<file path="src/rtl/mem_port_arbiter.sv">
// Single-port RAM arbiter/sequencer: data beats fetch, one access in flight, registered responses.
// Optional fetch starvation guard is enabled by defining ARB_STARVE_GUARD_EN.
module mem_port_arbiter #(
  parameter int MEM_LATENCY  = 1,
  parameter int STARVE_LIMIT = 4
) (
  input  logic        i_clk,
  input  logic        i_reset,
  input  logic        i_if_req,
  input  logic [31:0] i_if_addr,
  output logic [31:0] o_if_rdata,
  output logic        o_if_valid,
  output logic        o_if_stall,
  input  logic        i_flush,
  input  logic        i_d_req,
  input  logic        i_d_we,
  input  logic [31:0] i_d_addr,
  input  logic [31:0] i_d_wdata,
  input  logic [3:0]  i_d_wstrb,
  input  logic        i_d_misaligned,
  output logic [31:0] o_d_rdata,
  output logic        o_d_valid,
  output logic        o_d_err,
  output logic        o_d_stall,
  output logic        o_mem_en,
  output logic        o_mem_we,
  output logic [31:0] o_mem_addr,
  output logic [31:0] o_mem_wdata,
  output logic [3:0]  o_mem_wstrb,
  input  logic [31:0] i_mem_rdata
);
  localparam int CW = (MEM_LATENCY > 1) ? $clog2(MEM_LATENCY) : 1;

  if (MEM_LATENCY < 1 || STARVE_LIMIT < 1) begin : g_cfg_check
    $error("mem_port_arbiter: MEM_LATENCY and STARVE_LIMIT must be >= 1");
  end

  typedef enum logic [1:0] {IDLE, WAIT, RESP} state_t;

  state_t        r_state;
  state_t        w_state_next;
  logic          r_owner_d;   // 1: data owns the transaction, 0: fetch
  logic          r_we;
  logic          r_err;
  logic          r_drop;
  logic [CW-1:0] r_cnt;
  logic [31:0]   r_if_rdata;
  logic [31:0]   r_d_rdata;

  logic w_idle;
  logic w_fetch_ok;
  logic w_force_f;
  logic w_grant_d;
  logic w_grant_f;

  assign w_idle     = (r_state == IDLE) && !i_reset;
  assign w_fetch_ok = i_if_req && !i_flush;

`ifdef ARB_STARVE_GUARD_EN
  localparam int SW = $clog2(STARVE_LIMIT + 1);
  logic [SW-1:0] r_starve;

  assign w_force_f = (r_starve == SW'(STARVE_LIMIT)) && w_fetch_ok;

  // Counts data grants that overtook a waiting fetch; any fetch grant resets it.
  always_ff @(posedge i_clk or posedge i_reset) begin
    if (i_reset) begin
      r_starve <= '0;
    end else if (w_grant_f) begin
      r_starve <= '0;
    end else if (w_grant_d && i_if_req && (r_starve != SW'(STARVE_LIMIT))) begin
      r_starve <= r_starve + 1'b1;
    end
  end
`else
  assign w_force_f = 1'b0;
`endif

  assign w_grant_d = w_idle && i_d_req && !w_force_f;
  assign w_grant_f = w_idle && w_fetch_ok && !w_grant_d;

  // RAM port is driven straight from the winner's inputs, only in the grant cycle.
  always_comb begin
    o_mem_en    = 1'b0;
    o_mem_we    = 1'b0;
    o_mem_addr  = '0;
    o_mem_wdata = '0;
    o_mem_wstrb = '0;
    if (w_grant_d && !i_d_misaligned) begin
      o_mem_en    = 1'b1;
      o_mem_we    = i_d_we;
      o_mem_addr  = i_d_addr;
      o_mem_wdata = i_d_wdata;
      o_mem_wstrb = i_d_we ? i_d_wstrb : 4'b0000;
    end else if (w_grant_f) begin
      o_mem_en   = 1'b1;
      o_mem_addr = i_if_addr;
    end
  end

  always_comb begin
    w_state_next = r_state;
    case (r_state)
      IDLE: begin
        if (w_grant_d) begin
          w_state_next = i_d_misaligned ? RESP : WAIT;
        end else if (w_grant_f) begin
          w_state_next = WAIT;
        end
      end
      WAIT: begin
        if (r_cnt == '0) begin
          w_state_next = RESP;
        end
      end
      RESP:    w_state_next = IDLE;
      default: w_state_next = IDLE;
    endcase
  end

  always_ff @(posedge i_clk or posedge i_reset) begin
    if (i_reset) begin
      r_state    <= IDLE;
      r_owner_d  <= 1'b0;
      r_we       <= 1'b0;
      r_err      <= 1'b0;
      r_drop     <= 1'b0;
      r_cnt      <= '0;
      r_if_rdata <= '0;
      r_d_rdata  <= '0;
    end else begin
      r_state <= w_state_next;
      case (r_state)
        IDLE: begin
          if (w_grant_d || w_grant_f) begin
            r_owner_d <= w_grant_d;
            r_we      <= w_grant_d && i_d_we;
            r_err     <= w_grant_d && i_d_misaligned;
            r_cnt     <= CW'(MEM_LATENCY - 1);
          end
        end
        WAIT: begin
          if (r_cnt == '0) begin
            // Stores leave the load data register untouched.
            if (!r_owner_d) begin
              r_if_rdata <= i_mem_rdata;
            end else if (!r_we) begin
              r_d_rdata <= i_mem_rdata;
            end
          end else begin
            r_cnt <= r_cnt - 1'b1;
          end
          if (i_flush && !r_owner_d) begin
            r_drop <= 1'b1;
          end
        end
        RESP:    r_drop <= 1'b0;
        default: r_drop <= 1'b0;
      endcase
    end
  end

  // A flush arriving in the response cycle itself also suppresses the fetch strobe.
  assign o_if_valid = (r_state == RESP) && !r_owner_d && !r_drop && !i_flush;
  assign o_d_valid  = (r_state == RESP) && r_owner_d;
  assign o_d_err    = o_d_valid && r_err;
  assign o_if_rdata = r_if_rdata;
  assign o_d_rdata  = r_d_rdata;
  assign o_if_stall = i_if_req && !o_if_valid;
  assign o_d_stall  = i_d_req && !o_d_valid;

endmodule

</file>
<file path="config.mk">
export PLATFORM = sky130hd
export DESIGN_NAME = mem_port_arbiter
export DESIGN_NICKNAME = d
export VERILOG_FILES = /design/src/rtl/mem_port_arbiter.sv
export SDC_FILE = /design/constraint.sdc
export NUM_CORES = 1
export LEC_CHECK = 0
export CAP_MARGIN = 20
export CORE_AREA = 2 2 107 109
export DETAILED_ROUTE_END_ITERATION = 7
export DIE_AREA = 0 0 109 111
export PLACE_DENSITY = 0.74
export RECOVER_POWER = 100
export SLEW_MARGIN = 20
export SYNTH_ARGS = -nofsm -noshare
export SYNTH_HDL_FRONTEND = slang
export SYNTH_SLANG_ARGS = --single-unit
</file>
<file path="constraint.sdc">
create_clock -name i_clk -period 3.3 [get_ports i_clk]
set_clock_uncertainty 0.05 [all_clocks]
set_input_delay 0.495 -clock i_clk [delete_from_list [all_inputs] [get_ports i_clk]]
set_output_delay 0.495 -clock i_clk [all_outputs]
set_load 0.05 [all_outputs]
</file>
==> results_dict.tcl, run 1 <==
set metrics [dict create \
    status "finished with violations" \
    violations "capacitance limit, slew limit" \
    cap_violations 1 \
    reg2regPathDepth 4 \
    hold_viol 0 \
    power.switching_mw 2.542 \
    grt_use_total_pct 24.35 \
    muxShareOfSynthArea_pct 21.53 \
    vias_per_cell 4.821 \
    grt-ovfl-total 0 \
    synth_cell_types 23 \
    ys.flop_type "dfrtp_1" \
    holdPathStages 1 \
    synthAdderAreaFrac_pct 0 \
    ys.warnings.count 0 \
    cts.sinks 70 \
    postSynth.asyncResetShare_pct 100.0 \
    synthSimpleGateAreaFrac_pct 12.64 \
    internal-power_mw 2.878 \
    ant_nets 0 \
    yosysSeqAreaShare_pct 52.34 \
    place.gp.congestion 0.8087 \
    yosys.area.top_type_share_pct 52.34 \
    remaining_drc_errors 0 \
    finalSetupViolations 0 \
    io_buffers 277 \
    hold_class "reg -> reg" \
    dieArea_sq_mm 0.01210 \
    synth_most_common_cell "dfrtp_1" \
    syn_inst 251 \
    grt_pass1_vias 3506 \
    hp-start "o_d_rdata[18]" \
    crit_fanout 68 \
    comb_power_share_pct 55.2 \
    grt_setup_unrepaired "no" \
    synth_area_per_cell_sq_um 13.33 \
    nets 667 \
    dpl-instance-area_sq_mm 0.006947 \
    cts-buffers-inserted 9 \
    end_kind "output pin" \
    worstPathCellList "dlygate4sd3_1 -> or4b_4 -> nor2_8 -> buf_12 -> a22o_1 -> clkbuf_2" \
    final_util_pct 60.34 \
    irDropWorstVdd_uv 747.3 \
    totalWireLength_microns 14760 \
    timing.rr.end "o_d_rdata[14]" \
    synth_top_family_by_area "multiplexers" \
    dr.first_iter.drc_count 180 \
    area_growth_pct 99.70 \
    critPathKind "in -> out" \
    rows 39 \
    start_util_pct 30.22 \
    cts_max_level 3 \
    critPathSlowestCell "dlygate4sd3_1" \
    grt_max_degree 69 \
    reg2reg_slack_ns 0.42 \
    use_met2_pct 40.46 \
    finalCritPeriodShare_pct 94.85 \
    cts_hold_buf 0 \
    required_ns 2.75 \
    slew_violations 33 \
    synthTopCellsByArea "dfrtp_1, mux2_2, a22o_1" \
    whs_endpoint "o_d_rdata[18]" \
    met3_usage_pct 10.29 \
    cts_setup_buffers 0 \
    fin_tns_setup_ns 0 \
    use_met1_pct 27.77 \
    die_y_microns 111 \
    cellPowerDensity_mw_per_mm2 810.8 \
    globalRoute.busiestLayer "met2" \
    dpl.hpwl_microns 11730 \
    clock_path_buffers 2 \
    synth_edf_count 0 \
    wl_per_cell_microns 21.81 \
    setup.worst_path.start_class "input pin" \
    ioPinCount 278 \
    grt_pass1_wl_microns 21660 \
    maxSlewHeadroom_pct -30.46 \
    antenna_found_initial 3 \
    cp.arrival_ns 2.58 \
    synth_xor_area_share_pct 0 \
    fp.dieW_microns 109 \
    yosysTopAreaCell "dfrtp_1" \
    synth_commonest_cells "dfrtp_1, mux2_2, and2_1" \
    dr.pass1.iters 4 \
    crit_path_max_incr_delay_ns 0.60 \
    num_vias 3264 \
    r2r-start "r_owner_d" \
    synth.net_count 390 \
    timing.fmax_mhz 319.5 \
    timing.final.crit_period_ns 3.130 \
    p_leak_nw 2.887 \
    cts_root_buffer "clkbuf_16" \
    fill_cells 944 \
    clock_latency_ns 0.32 \
    clkPwrFrac_pct 17.7 \
    synth-seq-cells 70 \
    design_area_sq_mm 0.006684 \
    syn-cell-area_sq_mm 0.003347 \
    clk_pin_slew_ns 0.05 \
    drive_above_1_share_pct 28.01 \
    swShare_pct 46.90 \
    core_sq_mm 0.01108 \
    synth_compound_area_share_pct 9.121 \
    worstMarginPinSlew_ns 1.957 \
    seq_power_share_pct 27.1 \
    ctsResizeCount 0 \
    cts_tree "done" \
]
==> cells in the final DEF, fill, tap and decap left out <==
cell type and instances:
clkdlybuf4s50_1 137, dlygate4sd3_1 70, dfrtp_1 70, mux2_2 55, buf_12 38, clkbuf_2 36
a22o_1 32, and2_0 31, mux2_1 9, clkbuf_16 9, nand2_1 5, and3_1 5
o21ai_0 4, inv_1 3, and2_1 3, nor2b_1 3, diode_2 2, or2_2 2
nor2_1 2, nor4b_1 2, clkinvlp_4 2, clkbuf_1 2, nor3b_1 1, or4b_4 1
nor2_8 1, or3_1 1, nand2b_1 1, nor3_1 1, a21oi_1 1, nor4b_2 1
bufinv_16 1, clkbuf_8 1, clkinv_2 1, inv_6 1
==> power by group through the flow <==
| stage | logic (mW) | clock network [mW] | registers [mW] |
|---|---|---|---|
| detailed placement | 3.21 | 0 | 1.50 |
| global placement | 3.18 | 0 | 1.47 |
| CTS | 3.22 | 0.988 | 1.49 |
| global route | 3.08 | 1.02 | 1.52 |
| finish | 2.99 | 0.962 | 1.47 |
| floorplan | 0.564 | 0 | 2.85 |
==> layout make-up <==
type                    count  area (sq um)  share of cell area (%)
repair buffers            283          3020                   45.19
flip-flops and latches     70          1752                   26.21
multi-input cells         161          1419                   21.23
clock buffers              10         239.0                   3.575
well taps                 143         178.9                   2.677
clock inverters             5         58.81                  0.8798
inverters                   3         11.26                  0.1685
diodes                      2         5.005                 0.07488
==> worst max-delay path, delay by kind of cell <==
| family | cells | cell delay (ns) |
|---|---|---|
| simple gates | 2 | 0.70 |
| buf+inv | 3 | 1.15 |
| compound gates | 1 | 0.21 |
==> sequential cells by signal (all words and copies together) (netlist names) <==
| signal | cells |
|---|---|
| o_d_rdata | 32 |
| o_if_rdata | 32 |
| r_state | 2 |
| r_drop | 1 |
| r_err | 1 |
| r_owner_d | 1 |
| r_we | 1 |
==> per-stage QoR <==
stage          cells  setup WS, ns  power (mW)  hold slack, ns
3_5_place_dp     660        0.2611       4.711          0.4284
3_3_place_gp     660        0.2713       4.649          0.4185
2_1_floorplan    251        0.6934       3.411          0.4470
6_report         677        0.1700       5.419          0.4339
4_1_cts          675        0.2462       5.703          0.4413
5_1_grt          675        0.1058       5.627          0.4529
==> kinds of logic (layout without fill, tap and decap cells) <==
family,count (synthesis),count (layout)
buffers and inverters,20,301
AO/OA/AOI/OAI,37,37
AND/OR/NAND/NOR,60,60
flip-flops,70,70
multiplexers,64,64
other,0,2
==> per-layer routing <==
layer | wire [microns] | vias to the layer above
li1 | - | 1452
met1 | 5526 | 1614
met2 | 7156 | 164
met3 | 1598 | 32
met4 | 470 | 2
met5 | 11 | -
==> how the worst max path moves through the flow <==
stage,start,endpoint,slack [ns],cells after the start
6_report,i_reset,o_mem_addr[7],0.17,6
5_1_grt,i_reset,o_mem_addr[14],0.11,6
4_1_cts,i_d_req,o_mem_wdata[7],0.25,6
3_5_place_dp,i_d_req,o_mem_wdata[7],0.26,6
3_3_place_gp,i_d_req,o_mem_wdata[7],0.27,6
2_1_floorplan,r_state[1],o_if_stall,0.69,4
Note: power is estimated with default switching activity, not from simulation.
==> run 2: changes to the inputs <==
--- a/config.mk
+++ b/config.mk
@@ -5,7 +5,6 @@
 export SDC_FILE = /design/constraint.sdc
 export NUM_CORES = 1
 export LEC_CHECK = 0
-export CAP_MARGIN = 20
 export CORE_AREA = 2 2 107 109
 export DETAILED_ROUTE_END_ITERATION = 7
 export DIE_AREA = 0 0 109 111
==> constraint.sdc (replaced) <==
create_clock -name i_clk -period 3.3 [get_ports i_clk]
set_clock_uncertainty 0.05 [all_clocks]
set_input_delay 0.33 -clock i_clk [delete_from_list [all_inputs] [get_ports i_clk]]
set_output_delay 0.33 -clock i_clk [all_outputs]
set_load 0.05 [all_outputs]
==> run 2 against run 1 <==
Critical endpoint is now o_mem_addr[4]. Hold slack gained 0.0037 ns. The run still ends with capacitance limit, slew limit left. Clock-buffer cell count is the same. Global-route usage shrank 0.33 points. Largest cell class unchanged. Critical path depth is the same.
==> results_dict.tcl, run 2 (synthesized netlist as in run 1, its figures left out) <==
set metrics [dict create \
    seq_power_share_pct 27.1 \
    place.gp.congestion 0.8885 \
    mostFrequentLayoutCells "clkdlybuf4s50_1, dlygate4sd3_1, dfrtp_1" \
    globalRoute.busiestLayer "met2" \
    ant_nets 0 \
    grt_pass1_wl_microns 21330 \
    holdWs_ns 0.4376 \
    remaining_drc_errors 0 \
    dr.first_iter.drc_count 155 \
    cp.arrival_ns 2.62 \
    clock_latency_ns 0.32 \
    fin_ws_ns 0.3004 \
    hold_viol 0 \
    antenna_found_initial 0 \
    final_common_cell "clkdlybuf4s50_1" \
    cts_root_buffer "clkbuf_16" \
    status "finished with violations" \
    grt_max_degree 50 \
    nets 667 \
    grt_use_total_pct 24.02 \
    cts_tree "done" \
    critPathKind "in -> out" \
    total_power_mw 5.389 \
    grt_pass1_vias 3510 \
    wl_per_cell_microns 21.30 \
    hold_class "reg -> reg" \
    num_vias 3237 \
    maxSlewHeadroom_pct -31.55 \
    p_leak_nw 2.956 \
    insertedDiodeCount 0 \
    cellPowerDensity_mw_per_mm2 769.7 \
    vias_per_cell 4.788 \
    finalCritPeriodShare_pct 90.90 \
    use_met1_pct 26.97 \
    end_kind "output pin" \
    grt_setup_unrepaired "no" \
    start_util_pct 30.22 \
    cts-buffers-inserted 9 \
    crit_fanout 49 \
    cts.sinks 70 \
    area_growth_pct 109.2 \
    cts_hold_buf 0 \
    totalWireLength_microns 14400 \
    core_sq_mm 0.01108 \
    slew_violations 34 \
    setup.worst_path.start_class "input pin" \
    pre_cts_ws_ns 0.5613 \
    cts_setup_buffers 0 \
    comb_power_share_pct 56.3 \
    required_ns 2.92 \
    clk_pin_slew_ns 0.06 \
    cap_violations 1 \
    die_y_microns 111 \
    dpl.hpwl_microns 11740 \
    power.switching_mw 2.548 \
    irDropWorstVdd_uv 834.9 \
    ioPinCount 278 \
    grt-ovfl-total 0 \
    swShare_pct 47.29 \
    timing.final.crit_period_ns 3.000 \
    fp.dieW_microns 109 \
    clkPwrFrac_pct 16.7 \
    worstMarginPinSlew_ns 1.973 \
    ctsResizeCount 0 \
    io_buffers 277 \
    drive_above_1_share_pct 27.95 \
    cts_max_level 3 \
    rows 39 \
    finalSetupViolations 0 \
    clock_path_buffers 2 \
    fin_tns_setup_ns 0 \
    timing.fmax_mhz 333.4 \
    dieArea_sq_mm 0.01210 \
    violations "capacitance limit, slew limit" \
    dr.pass1.iters 4 \
    use_met2_pct 40.91 \
    met3_usage_pct 9.053 \
    internal-power_mw 2.841 \
]
run 2: cell count changes in the layout (fill, tap and decap cells not counted), sizes merged:
cell and change:
buf +23, clkbuf -23, diode -2, bufinv -1, clkinvlp +1, inv +1
run 2: critical path: stages:
cell,delay [ns]
dlygate4sd3_1,0.60
or4b_1,0.63
nor2_8,0.29
buf_12,0.25
a22o_1,0.19
clkbuf_2,0.30
run 2: per-stage QoR:
step,cell area (sq um),utilization [%],cells
after floorplan,3353,-,251
after global placement,6934,62.60,660
after detailed placement,6934,62.60,660
after CTS,7218,65.16,676
after global routing,7002,63.21,676
final,7002,63.21,676
run 2: worst paths after layout:
kind	from	to	slack, ns	depth (start not counted)
max in group asynchronous	i_reset	o_if_rdata[29]	1.06	3
worst max-delay path	i_reset	o_mem_addr[4]	0.30	6
worst max register to register	r_state[1]	o_if_rdata[12]	0.55	3
worst min register to register	o_d_rdata[0]	o_d_rdata[0]	0.44	1
min in group asynchronous	i_reset	o_if_rdata[31]	0.47	2
worst min-delay path	o_d_rdata[0]	o_d_rdata[0]	0.44	1
run 2: layout make-up:
cell class / count / area [sq um]
clock inverters: 6 / 45.04
fillers: 860 / 4075
well taps: 143 / 178.9
multi-input cells: 161 / 1438
clock buffers: 10 / 239.0
inverters: 3 / 11.26
flip-flops and latches: 70 / 1752
repair buffers: 283 / 3338
run 2: power by group through the flow:
stage / registers (mW) / clock network [mW] / logic [mW]
finish: 1.46 / 0.898 / 3.03
CTS: 1.49 / 0.924 / 3.23
detailed placement: 1.49 / 0 / 3.22
global placement: 1.46 / 0 / 3.19
global route: 1.52 / 0.968 / 3.13
floorplan: 2.85 / 0 / 0.564
run 2: routing by layer:
layer	vias to the layer above	wire length [microns]
met2	174	7196
met1	1588	5203
met5	-	0
li1	1449	-
met4	0	465
met3	26	1534
==> run 3: changes to the inputs <==
--- a/config.mk
+++ b/config.mk
@@ -5,11 +5,13 @@
 export SDC_FILE = /design/constraint.sdc
 export NUM_CORES = 1
 export LEC_CHECK = 0
+export CAP_MARGIN = 15
 export CORE_AREA = 2 2 107 109
 export DETAILED_ROUTE_END_ITERATION = 7
 export DIE_AREA = 0 0 109 111
 export PLACE_DENSITY = 0.74
 export RECOVER_POWER = 100
+export SKIP_CTS_REPAIR_TIMING = 1
 export SLEW_MARGIN = 20
 export SYNTH_ARGS = -nofsm -noshare
 export SYNTH_HDL_FRONTEND = slang
==> results of run 3 <==
Final layout, timing and power as in run 2 (identical DEF).
